## src/rtl/bp_fpga_host_pkg.sv

```systemverilog
// Shared host-side NBF definitions: field widths, opcode encoding and packet layout.
package bp_fpga_host_pkg;

  localparam int unsigned nbf_opcode_width_gp = 8;
  localparam int unsigned nbf_addr_width_gp   = 40;
  localparam int unsigned nbf_data_width_gp   = 64;
  localparam int unsigned nbf_width_gp        = nbf_opcode_width_gp + nbf_addr_width_gp + nbf_data_width_gp;
  localparam int unsigned uart_data_bits_gp   = 8;

  typedef enum logic [nbf_opcode_width_gp-1:0] {
    e_nbf_write     = 8'h03,
    e_nbf_read      = 8'h13,
    e_nbf_putchar   = 8'h40,
    e_nbf_core_done = 8'h41,
    e_nbf_error     = 8'h42,
    e_nbf_fence     = 8'hFE,
    e_nbf_finish    = 8'hFF
  } bp_nbf_opcode_e;

  // Opcode sits in the LSBs so it is the first byte on the wire.
  typedef struct packed {
    logic [nbf_data_width_gp-1:0] data;
    logic [nbf_addr_width_gp-1:0] addr;
    bp_nbf_opcode_e               opcode;
  } bp_nbf_s;

  function automatic int unsigned nbf_bytes(input int unsigned ow, input int unsigned aw,
                                            input int unsigned dw);
    return (ow + aw + dw) / 8;
  endfunction

endpackage

```

## src/rtl/bp_fpga_host_nbf_serializer.sv

```systemverilog
// Parallel-in/serial-out stage: takes one NBF packet per handshake and streams it
// to the UART Tx as bytes, opcode first, then address and data LSB-first.
module bp_fpga_host_nbf_serializer
  import bp_fpga_host_pkg::*;
#(
  parameter int unsigned nbf_opcode_width_p = nbf_opcode_width_gp,
  parameter int unsigned nbf_addr_width_p   = nbf_addr_width_gp,
  parameter int unsigned nbf_data_width_p   = nbf_data_width_gp,
  parameter int unsigned uart_data_bits_p   = uart_data_bits_gp,
  localparam int unsigned nbf_width_lp = nbf_opcode_width_p + nbf_addr_width_p + nbf_data_width_p
) (
  input  logic                    clk_i,
  input  logic                    reset_n_i,
  input  logic [nbf_width_lp-1:0] nbf_i,
  input  logic                    nbf_v_i,
  output logic                    nbf_ready_and_o,
  output logic [7:0]              tx_data_o,
  output logic                    tx_v_o,
  input  logic                    tx_ready_and_i,
  output logic                    busy_o
);

  localparam int unsigned num_bytes_lp = nbf_bytes(nbf_opcode_width_p, nbf_addr_width_p,
                                                   nbf_data_width_p);
  localparam int unsigned cnt_w_lp     = (num_bytes_lp > 1) ? $clog2(num_bytes_lp) : 1;

  if (uart_data_bits_p != 8) begin : g_bad_uart_width
    $error("uart_data_bits_p must be 8");
  end
  if ((nbf_opcode_width_p % 8) != 0 || (nbf_addr_width_p % 8) != 0
      || (nbf_data_width_p % 8) != 0) begin : g_bad_field_width
    $error("NBF field widths must be multiples of 8");
  end

  typedef enum logic {
    E_IDLE,
    E_SEND
  } state_e;

  state_e                         r_state, w_state_n;
  logic [cnt_w_lp-1:0]            r_cnt, w_cnt_n;
  logic [num_bytes_lp-1:0][7:0]   r_pkt, w_pkt_n;
  logic                           w_send;

  // State, byte counter and packet register
  always_ff @(posedge clk_i) begin
    if (!reset_n_i) begin
      r_state <= E_IDLE;
      r_cnt   <= '0;
      r_pkt   <= '0;
    end else begin
      r_state <= w_state_n;
      r_cnt   <= w_cnt_n;
      r_pkt   <= w_pkt_n;
    end
  end

  // Next-state: capture in IDLE, advance one byte per Tx handshake in SEND
  always_comb begin
    w_state_n = r_state;
    w_cnt_n   = r_cnt;
    w_pkt_n   = r_pkt;
    case (r_state)
      E_IDLE: begin
        if (nbf_v_i) begin
          w_pkt_n   = nbf_i;
          w_cnt_n   = '0;
          w_state_n = E_SEND;
        end
      end
      E_SEND: begin
        if (tx_ready_and_i) begin
          if (r_cnt == cnt_w_lp'(num_bytes_lp - 1)) begin
            w_cnt_n   = '0;
            w_state_n = E_IDLE;
          end else begin
            w_cnt_n = r_cnt + cnt_w_lp'(1);
          end
        end
      end
      default: w_state_n = E_IDLE;
    endcase
  end

  // Outputs decode registered state; reset gating keeps them quiet before the first edge
  // and stops a byte from being handed off in the cycle a mid-packet reset is applied.
  assign w_send          = reset_n_i && (r_state == E_SEND);
  assign nbf_ready_and_o = reset_n_i && (r_state == E_IDLE);
  assign tx_v_o          = w_send;
  assign busy_o          = w_send;
  assign tx_data_o       = w_send ? r_pkt[r_cnt] : 8'h00;

endmodule

```

## config.mk

```make
export PLATFORM = sky130hd
export DESIGN_NAME = bp_fpga_host_nbf_serializer
export DESIGN_NICKNAME = d
export VERILOG_FILES = /design/src/rtl/bp_fpga_host_pkg.sv /design/src/rtl/bp_fpga_host_nbf_serializer.sv
export SDC_FILE = /design/constraint.sdc
export NUM_CORES = 1
export LEC_CHECK = 0
export CAP_MARGIN = 20
export CORE_MARGIN = 8
export CORE_UTILIZATION = 35
export DETAILED_ROUTE_END_ITERATION = 10
export DONT_BUFFER_PORTS = 1
export PLACE_DENSITY = 0.58
export SLEW_MARGIN = 20
export SYNTH_ARGS = -nofsm -noshare
export SYNTH_HDL_FRONTEND = slang
export SYNTH_SLANG_ARGS = --single-unit
```

## constraint.sdc

```tcl
create_clock -name clk_i -period 2.05 [get_ports clk_i]
set_clock_uncertainty 0.05 [all_clocks]
set_input_delay 0 -clock clk_i [delete_from_list [all_inputs] [get_ports clk_i]]
set_output_delay 0 -clock clk_i [all_outputs]
set_load 0.05 [all_outputs]
```

==> run metrics, run 1 <==
outcome=complete, no violations; Max Fclk=500 MHz; Worst-Margin Slew=0.507 ns; layout cells sized above 1=12.5%; vias in the first global route=5070; critical path type=reg -> out; Chip Width=140 um; XOR/XNOR Fraction of Synth Area=0%; initial core utilization=35.7%; PortBufs=0; worst hold slack=0.0659 ns; final hold vios=0; Core Region=15100 um^2; pin count of the biggest net entering global routing=just under 100; internal power=roughly 4700 uW; Nets=881; Yosys top cell by area=dfxtp_1; drt drc=0; drt pass-1 iters=4; clock transition at the registers of the reported paths=0.05 ns; post-synthesis sequential area ratio=~44%; #FFs+latches synth=approximately 120; worst slack at placement=0.256 ns; metal3 WL=between 600 and 700 um; Cell Area, Synth=5380 um^2; Psw=~1400 uW; cts bufs inserted=17; period utilization=97.6%; cells on worst reg2reg path=5; Worst Setup EP=tx_data_o[4]; Ys Warns=0; die span in y=between 100 and 150 um; Top Metal Used=met4; drt via density=5.05; simple-gate area share of the yosys netlist=19.0%; main combinational cell family by area after synthesis=compound AO/OA/AOI/OAI gates; Sw Share=23.3%; max cap viols=0; CP Launch Type=flip-flop; io pins=127; clock root cell=clkbuf_16; Tot GR Track Use=17.2%; filler-free cell count of the finished design=962; Rel. slew slack=around two thirds; setup slack after layout=about 0.049 ns; multiplexer area fraction after synthesis=10.8%; Placed Instances=792; GP Congestion=0.803; DRT antenna net count=0; flop2flop setup slack=0.17 ns; Netlist cell types=30; final WL=~17 mm; CP Max Fanout=12; r2r startpoint=r_state; fill count=1349; n_diodes=0; Tmin final=2.00 ns; Syn-to-layout area delta=43.1%; vias=4859; top cell type's share of synthesized area=43.5%; clock power share=between 40% and 50%; sequential power share=between 40 and 50%; Post-Syn Nets=roughly 750; clock sink count=117; Wirelength per Cell=17.4 um; compound-cell area share of the yosys netlist=between 20% and 30%; syn avg cell area=8.47 um^2; VDD IR-drop max=around 0.00050 V; crit end category=output pin; final setup fails=0; met1 WL=7.68 mm; Worst-Skew Late Latency=0.40 ns; top post-synthesis cells by area=dfxtp_1, nand2_1, a21boi_0; clock tree buffer depth=2; adder-cell share of the synthesized area=less than 1%; share of total power in combinational logic=12.0%; cells after synthesis=635; CTS tree=yes; RR Endpoint=r_pkt[55]; crit path DAT=1.95 ns; worst hold path type=in -> reg; full die area=about 20000 um^2; initial antenna violation count=0; GRT overflow=0; leak pwr=0.00282 uW; Initial DRC Count=304; DPL Wire Length=between 10 and 15 mm; Worst EP required=around 2.0 ns; num rows=45; CP Launch Point=r_cnt[0]; met2 wire length=roughly 8 mm; global-route wire length before repair=26.8 mm; htree depth=4; RSZ-0062 raised after global routing=yes; pwr dens=792 nW/um^2; Final Max Tran Viols=0
## cell usage in the layout, fill, tap and decap left out, drive strengths merged
master       instances
nand2              231
dlygate4sd3        135
dfxtp              117
a21boi             112
mux2i               35
buf                 25
clkbuf              21
o21ai               17
mux4                10
nor2                10
o22ai               10
o221ai               7
a21oi                6
clkinvlp             4
clkinv               4
nor2b                4
nand2b               4
inv                  3
and3                 3
a31oi                3
ha                   2
bufinv               2
or2                  2
and2                 2
nand3b               1
nor3                 1
o32a                 1
or3                  1
nand3                1
## area by class of cell
cell class / instances / area [um^2] / share of cell area (%)
Timing Repair Buffer: 160 / 1660 / 21.5
Sequential cell: 117 / 2350 / 30.5
Clock inverter: 9 / 103 / 1.33
Multi-Input combinational cell: 463 / 2860 / 37.1
Tap cell: 188 / 235 / 3.05
Clock buffer: 21 / 480 / 6.24
Inverter: 4 / 18.8 / 0.244
## logic make-up after synthesis
| family | count (synthesis) |
|---|---|
| and+or+nand+nor | 260 |
| AOI/OAI and AO/OA | 156 |
| DFF | 117 |
| buffers and inverters | 55 |
| muxes | 45 |
| adders and majority gates | 2 |
## how the worst min path moves through the flow
stage / end / from / cells after the start / slack, ns
finish: r_pkt[1] / nbf_v_i / 4 / 0.07
global route: r_pkt[14] / nbf_v_i / 4 / 0.09
CTS: r_pkt[15] / nbf_v_i / 4 / 0.06
detailed placement: r_state / tx_ready_and_i / 1 / 0.06
global placement: r_state / tx_ready_and_i / 1 / 0.06
floorplan: r_state / tx_ready_and_i / 1 / 0.06
## stage by stage
stage | utilization [%] | setup TNS (ns) | area (um^2) | power (uW)
final | 51.0 | 0 | 7700 | 6100
after global routing | 51.0 | -0.0383 | 7700 | 6340
after CTS | 50.4 | 0 | 7600 | 6130
after detailed placement | 36.7 | 0 | 5540 | 2980
after global placement | 36.7 | 0 | 5540 | 2970
after floorplan | - | 0 | 5390 | 2880
## power by group through the flow
stage               Clock [uW]  Combinational (uW)  Sequential (uW)
detailed placement           0                 453             2530
global placement             0                 441             2530
finish                    2880                 732             2490
floorplan                    0                 387             2500
global route              3050                 797             2500
CTS                       2930                 714             2480
## worst max-delay path: stages (launching register included)
cell	delay, ns
dfxtp_4	0.41
buf_12	0.17
mux4_1	0.58
o22ai_2	0.14
nor3_2	0.08
buf_6	0.16
## registers in the layout, summed over array words and instances (netlist names)
signal	cells
r_pkt	112
r_cnt	4
r_state	1
## Yosys cell counts, drive strengths merged
cell type and instances:
nand2 231, a21boi 112, ha 2, and2 2, nand2b 4, mux2i 35
a31oi 3, buf 32, a21oi 6, inv 3, and3 3, nand3 1
or2 2, nor2 10, nor2b 4, or3 1, o32a 1, o221ai 7
clkinv 1, dfxtp 117, o22ai 10, clkbuf 19, mux4 10, nor3 1
nand3b 1, o21ai 17
## timing repair
action / 4_1_cts / 5_1_grt
buffers inserted: 1 / 2
endpoints found under the setup margin: 8 / 14
gates resized for setup: 15 / 33
pin swaps: 3 / 7
hold endpoints to repair: 117 / 0
hold buffers: 136 / 0
cloned: 1 / 0
## per-layer routing
layer / track usage, % / vias to the layer above
met5: 0 / -
li1: - / 2395
met3: 3.36 / 37
met1: 21.3 / 2284
met2: 28.3 / 143
met4: 7.60 / 0
Note: power is estimated with default switching activity, not from simulation.
==> run 2: changes to the inputs <==
--- a/config.mk
+++ b/config.mk
@@ -6,11 +6,14 @@
 export NUM_CORES = 1
 export LEC_CHECK = 0
 export CAP_MARGIN = 20
+export CELL_PAD_IN_SITES_DETAIL_PLACEMENT = 1
+export CELL_PAD_IN_SITES_GLOBAL_PLACEMENT = 1
 export CORE_MARGIN = 8
 export CORE_UTILIZATION = 35
 export DETAILED_ROUTE_END_ITERATION = 10
 export DONT_BUFFER_PORTS = 1
-export PLACE_DENSITY = 0.58
+export HOLD_SLACK_MARGIN = 0.05
+export PLACE_DENSITY = 0.71
 export SLEW_MARGIN = 20
 export SYNTH_ARGS = -nofsm -noshare
 export SYNTH_HDL_FRONTEND = slang
==> run metrics, run 2 (synthesized netlist as in run 1, its figures left out) <==
CP Launch Point=r_cnt[0]; clock sink count=117 (unchanged); clock tree buffer depth=2 (unchanged); io pins=127 (unchanged); Worst Setup EP=tx_data_o[6]; r2r startpoint=r_cnt[1]; Hold Path Origin=nbf_v_i; final WL=20.6 mm (+23%); final setup fails=2 (+2); area occupied by multi-input gates=2860 um^2 (about the same); crit path DAT=2.02 ns (+0.07 ns); VDD IR-drop max=0.000531 V (+6.1%); hold path depth=4 (unchanged); max reg flops=112 (unchanged); failing checks=setup timing; vias=5124 (+5.5%); Max stage delay cell, worst path=mux4_2; Finished Cell Area=7710 um^2 (about the same); Initial DRC Count=415 (+37%); PortBufs=0 (unchanged); Tmin final=2.07 ns (+0.0728 ns); CTS tree=yes; setup slack after layout=-0.0243 ns (-0.0728 ns); Rel. slew slack=73.1% (+6.9 points); drt pass-1 iters=5 (+1); DPL Wire Length=12.4 mm (+11%); Worst EP required=2.00 ns (about the same); most common cell after layout, fill and taps aside=nand2_1; setup tns final=-0.0286 ns (-0.0286 ns); Worst-Margin Slew=0.404 ns (-0.103 ns); CP Max Fanout=6 (-6); dpl cell area=5550 um^2 (+0.23%); layout cells sized above 1=12.5% (-0.065 points); Core Region=15100 um^2 (unchanged); RR Endpoint=r_cnt[2]; period utilization=101% (+3.6 points); internal power=4880 uW (+4.4%); GRT overflow=0 (unchanged); Syn-to-layout area delta=43.2% (about the same); Final Max Tran Viols=0 (unchanged); htree depth=4 (unchanged); Nets=876 (-0.57%); critical-path cell list=buf_6, buf_6, mux4_2, o22ai_4, nor2_2, buf_6; cells on worst reg2reg path=6 (+1); drt via density=5.33 (+5.5%); flop2flop setup slack=0.11 ns (-0.06 ns); commonest non-fill, non-tap cells in the layout=nand2_1, dlygate4sd3_1, a21boi_0, dfxtp_1, mux2i_1; num rows=45 (unchanged); global-route wire length before repair=31.2 mm (+16%); full die area=19600 um^2 (unchanged); leak pwr=0.00281 uW (-0.42%); critical path type=reg -> out; Tot GR Track Use=20.5% (+3.3 points); FF+latch area=2360 um^2 (+0.21%); RSZ-0062 raised after global routing=yes; biggest registers after layout=r_pkt: 112 flops, r_cnt: 4 flops, r_state: 1 flops; Chip Width=140 um (unchanged); crit end category=output pin; clock transition at the registers of the reported paths=0.06 ns (about the same); CP peak stage delay=0.53 ns (-0.05 ns); CP Launch Type=flip-flop; Tot Pwr=6420 uW (+5.3%); Worst-Skew Late Latency=0.42 ns (+0.02 ns); final hold vios=0 (unchanged); Wirelength per Cell=21.4 um (+23%); initial core utilization=35.7% (unchanged); worst hold path type=in -> reg; GP Congestion=0.823 (+2.5%); cts bufs inserted=17 (unchanged); fill count=1716 (+27%); max cap viols=0 (unchanged); pin count of the biggest net entering global routing=113 (+14%); clock root cell=clkbuf_16; Psw=1540 uW (+8.3%); cell mode on critical path=buf_6; DRT antenna net count=0 (unchanged); die span in y=140 um (unchanged); initial antenna violation count=3 (+3); pwr dens=833 nW/um^2 (+5.2%); vias in the first global route=5657 (+12%); Sw Share=23.9% (+0.66 points); share of total power in combinational logic=11.7% (-0.3 points); most flop-heavy register=r_pkt; drt drc=0 (unchanged); outcome=complete, but fails checks; sequential power share=39.0% (-1.7 points); Max Fclk=482 MHz (-3.5%); clock power share=49.3% (+2.0 points)
-- run 2: changes by cell type in the layout (fill, tap and decap cells not counted), sizes merged --
cell	delta
bufinv	+2
clkbuf	+1
clkinv	+2
clkinvlp	-3
diode	+4
dlygate4sd3	-11
buf	+5
-- run 2: worst min-delay path by stage --
stage	end	slack [ns]
after floorplan	r_state	0.06
after global placement	r_state	0.06
after detailed placement	r_state	0.06
after CTS	r_pkt[68]	0.06
after global routing	r_pkt[46]	0.09
final	r_pkt[39]	0.07
-- run 2: critical path, delay by kind of cell (launching register included) --
family | cells | cell delay (ns)
compound gates | 1 | 0.17
buf+inv | 3 | 0.42
flops | 1 | 0.41
mux | 1 | 0.53
simple gates | 1 | 0.08
-- run 2: what timing repair did --
action / CTS / global route
hold endpoints to repair: 117 / 0
hold buffers: 125 / 0
resized for setup: 11 / 34
cloned: 0 / 1
buffers inserted: 3 / 6
pin swaps: 1 / 8
setup endpoints to repair: 8 / 12
-- run 2: cell type report --
type / count / area share [%]
flip-flops and latches: 117 / 30.6
multi-input cells: 463 / 37.1
inverters: 4 / 0.195
repair buffers: 155 / 20.9
diodes: 4 / 0.130
clock buffers: 21 / 6.10
clock inverters: 10 / 1.98
well taps: 188 / 3.05
-- run 2: per-stage QoR --
step	util (%)	cells	hold slack, ns	setup slack, ns
3_5_place_dp	36.8	792	0.0623	0.215
6_report	51.1	962	0.0697	-0.0243
3_3_place_gp	36.8	792	0.0636	0.297
5_1_grt	51.1	961	0.0942	-0.0568
2_1_floorplan	-	635	0.0580	0.209
4_1_cts	49.7	951	0.0633	-0.000531
-- run 2: power groups by stage --
stage                     combinational (uW)  clock, uW  sequential (uW)
after detailed placement                 458          0             2540
after global placement                   438          0             2540
after global routing                     813       3300             2510
final                                    749       3170             2500
after CTS                                698       3190             2500
after floorplan                          387          0             2500
-- run 2: routing by layer --
layer,global-route usage (%),up-vias,part of all wire (%),wire length (um)
li1,-,2394,-,-
met1,22.9,2491,41,8490
met2,35.4,179,50,10400
met3,4.66,60,4.2,873
met4,11.5,0,4.2,871
met5,0,-,0,0
==> run 3: changes to the inputs <==
--- a/config.mk
+++ b/config.mk
@@ -13,7 +13,7 @@
 export DETAILED_ROUTE_END_ITERATION = 10
 export DONT_BUFFER_PORTS = 1
 export HOLD_SLACK_MARGIN = 0.05
-export PLACE_DENSITY = 0.71
+export PLACE_DENSITY = 0.67
 export SLEW_MARGIN = 20
 export SYNTH_ARGS = -nofsm -noshare
 export SYNTH_HDL_FRONTEND = slang
==> run metrics, run 3 (synthesized netlist as in run 1, its figures left out) <==
drt pass-1 iters=4 (-1); Placed Instances=794 (+0.25%); global-route wire length before repair=29.6 mm (-5.2%); Max stage delay cell, worst path=dfxtp_4; pin count of the biggest net entering global routing=111 (-1.8%); critical path type=reg -> out; setup slack after layout=0.0438 ns (+0.0681 ns); worst slack at placement=0.225 ns (+0.0103 ns); num rows=45 (unchanged); CP Launch Type=flip-flop; hold path depth=4 (unchanged); fill count=1700 (-0.93%); r2r startpoint=r_state; Syn-to-layout area delta=44.2%; crit end category=output pin; met2 wire length=10.0 mm (-3.4%); CP Max Fanout=7 (+1); initial core utilization=35.7% (unchanged); clock root cell=clkbuf_16; period utilization=97.9% (-3.3 points); Core Region=15100 um^2 (unchanged); layout cells sized above 1=13.1% (+0.62 points); leak pwr=0.00283 uW (+0.81%); biggest registers after layout=r_pkt: 112 flops, r_cnt: 4 flops, r_state: 1 flops; drt drc=0 (unchanged); CTS tree=yes; Worst EP required=2.00 ns (about the same); GRT overflow=0 (unchanged); Hold EP=r_pkt[87]; io pins=127 (unchanged); most common cell after layout, fill and taps aside=nand2_1; DRT antenna net count=0 (unchanged); GP Congestion=0.801 (-2.7%); Chip Width=140 um (unchanged); crit path DAT=1.96 ns (-0.06 ns); critical-path cell list=buf_8, buf_8, mux2i_1, o221ai_1, o21ai_1, nor2_1, buf_6; Wirelength per Cell=20.3 um (-5.2%); pwr dens=811 nW/um^2 (-2.7%); most flop-heavy register=r_pkt; DPL Wire Length=12.0 mm (-3.0%); Nets=879 (+0.34%); met1 WL=8.30 mm (-2.3%); flop2flop setup slack=0.19 ns (+0.08 ns); VDD IR-drop max=0.000584 V (+10%); Initial DRC Count=221 (-47%); Max Fclk=498 MHz (+3.4%); outcome=complete, no violations; cts bufs inserted=17 (unchanged); clock tree buffer depth=2 (unchanged); Top Metal Used=met4; worst hold path type=in -> reg; clock transition at the registers of the reported paths=0.06 ns (about the same); metal3 WL=720 um (-18%); final hold vios=0 (unchanged); full die area=19600 um^2 (unchanged); fin util=51.4% (+0.35 points); final WL=19.5 mm (-5.2%); htree depth=4 (unchanged); filler-free cell count of the finished design=962 (unchanged); Tot GR Track Use=19.4% (-1.0 points); vias=4943 (-3.5%); PortBufs=0 (unchanged); max cap viols=0 (unchanged); Worst-Skew Late Latency=0.41 ns (about the same); cells on worst reg2reg path=5 (-1); Hold Path Origin=nbf_v_i; initial antenna violation count=2 (-1); drt via density=5.14 (-3.5%); die span in y=140 um (unchanged); final setup fails=0 (-2); Tmin final=2.01 ns (-0.0681 ns); vias in the first global route=5360 (-5.3%); setup tns final=0 ns (+0.0286 ns); FF+latch area=2350 um^2 (-0.16%); Worst-Margin Slew=0.459 ns (+0.0550 ns); commonest non-fill, non-tap cells in the layout=nand2_1, dlygate4sd3_1, dfxtp_1; area occupied by multi-input gates=2900 um^2 (+1.5%); Rel. slew slack=69.4% (-3.7 points); clock sink count=117 (unchanged); max reg flops=112 (unchanged); RR Endpoint=r_pkt[35]; Final Max Tran Viols=0 (unchanged); CP peak stage delay=0.42 ns (-0.11 ns); cell mode on critical path=buf_8
-- run 3: report_power, final --
part / switching (uW) / internal [uW]
combinational: 381 / 390
clock: 1030 / 2000
sequential: 93.4 / 2400
total: 1500 / 4790
-- run 3: worst max-delay path by stage --
stage | slack (ns) | depth (start not counted) | start | to
after floorplan | 0.21 | 6 | r_cnt[0] | tx_data_o[1]
after global placement | 0.22 | 4 | r_cnt[0] | tx_data_o[4]
after detailed placement | 0.23 | 4 | r_cnt[0] | tx_data_o[4]
after CTS | -0.0009 | 7 | r_cnt[0] | tx_data_o[7]
after global routing | -0.08 | 7 | r_cnt[0] | tx_data_o[3]
final | 0.04 | 7 | r_cnt[0] | tx_data_o[0]
-- run 3: critical path, delay by kind of cell (launching register included) --
family / cells / cell delay [ns]
multiplexers: 1 / 0.09
flip-flops: 1 / 0.42
AND/OR/NAND/NOR: 1 / 0.22
AO/OA/AOI/OAI: 2 / 0.29
buffers and inverters: 3 / 0.51
-- run 3: what timing repair did --
action                                 4_1_cts  5_1_grt
resized for setup                           20       36
hold buffers                               129        0
buffers inserted                             3        2
setup endpoints to repair                    8       19
pin swaps                                    5       10
endpoints found under the hold margin      117        0
cloned                                       0        2
-- run 3: area by class of cell --
cell class / count / share of cell area [%]
clock inverter: 12 / 2.10
inverter: 4 / 0.194
multi-input combinational: 464 / 37.4
clock buffer: 18 / 5.53
sequential: 117 / 30.3
antenna: 2 / 0.0645
timing repair buffer: 157 / 21.4
tap: 188 / 3.03
-- run 3: stage by stage --
stage | power (uW) | area (um^2) | hold slack [ns]
2_1_floorplan | 2880 | 5390 | 0.0580
3_3_place_gp | 2990 | 5570 | 0.0642
3_5_place_dp | 3000 | 5570 | 0.0641
4_1_cts | 6260 | 7560 | 0.0607
5_1_grt | 6520 | 7760 | 0.0933
6_report | 6290 | 7760 | 0.0591
-- run 3: metal layers --
metal	track usage, %	vias up
met5	0	-
met4	8.91	0
met3	4.15	30
met2	33.6	123
met1	22.6	2394
li1	-	2396
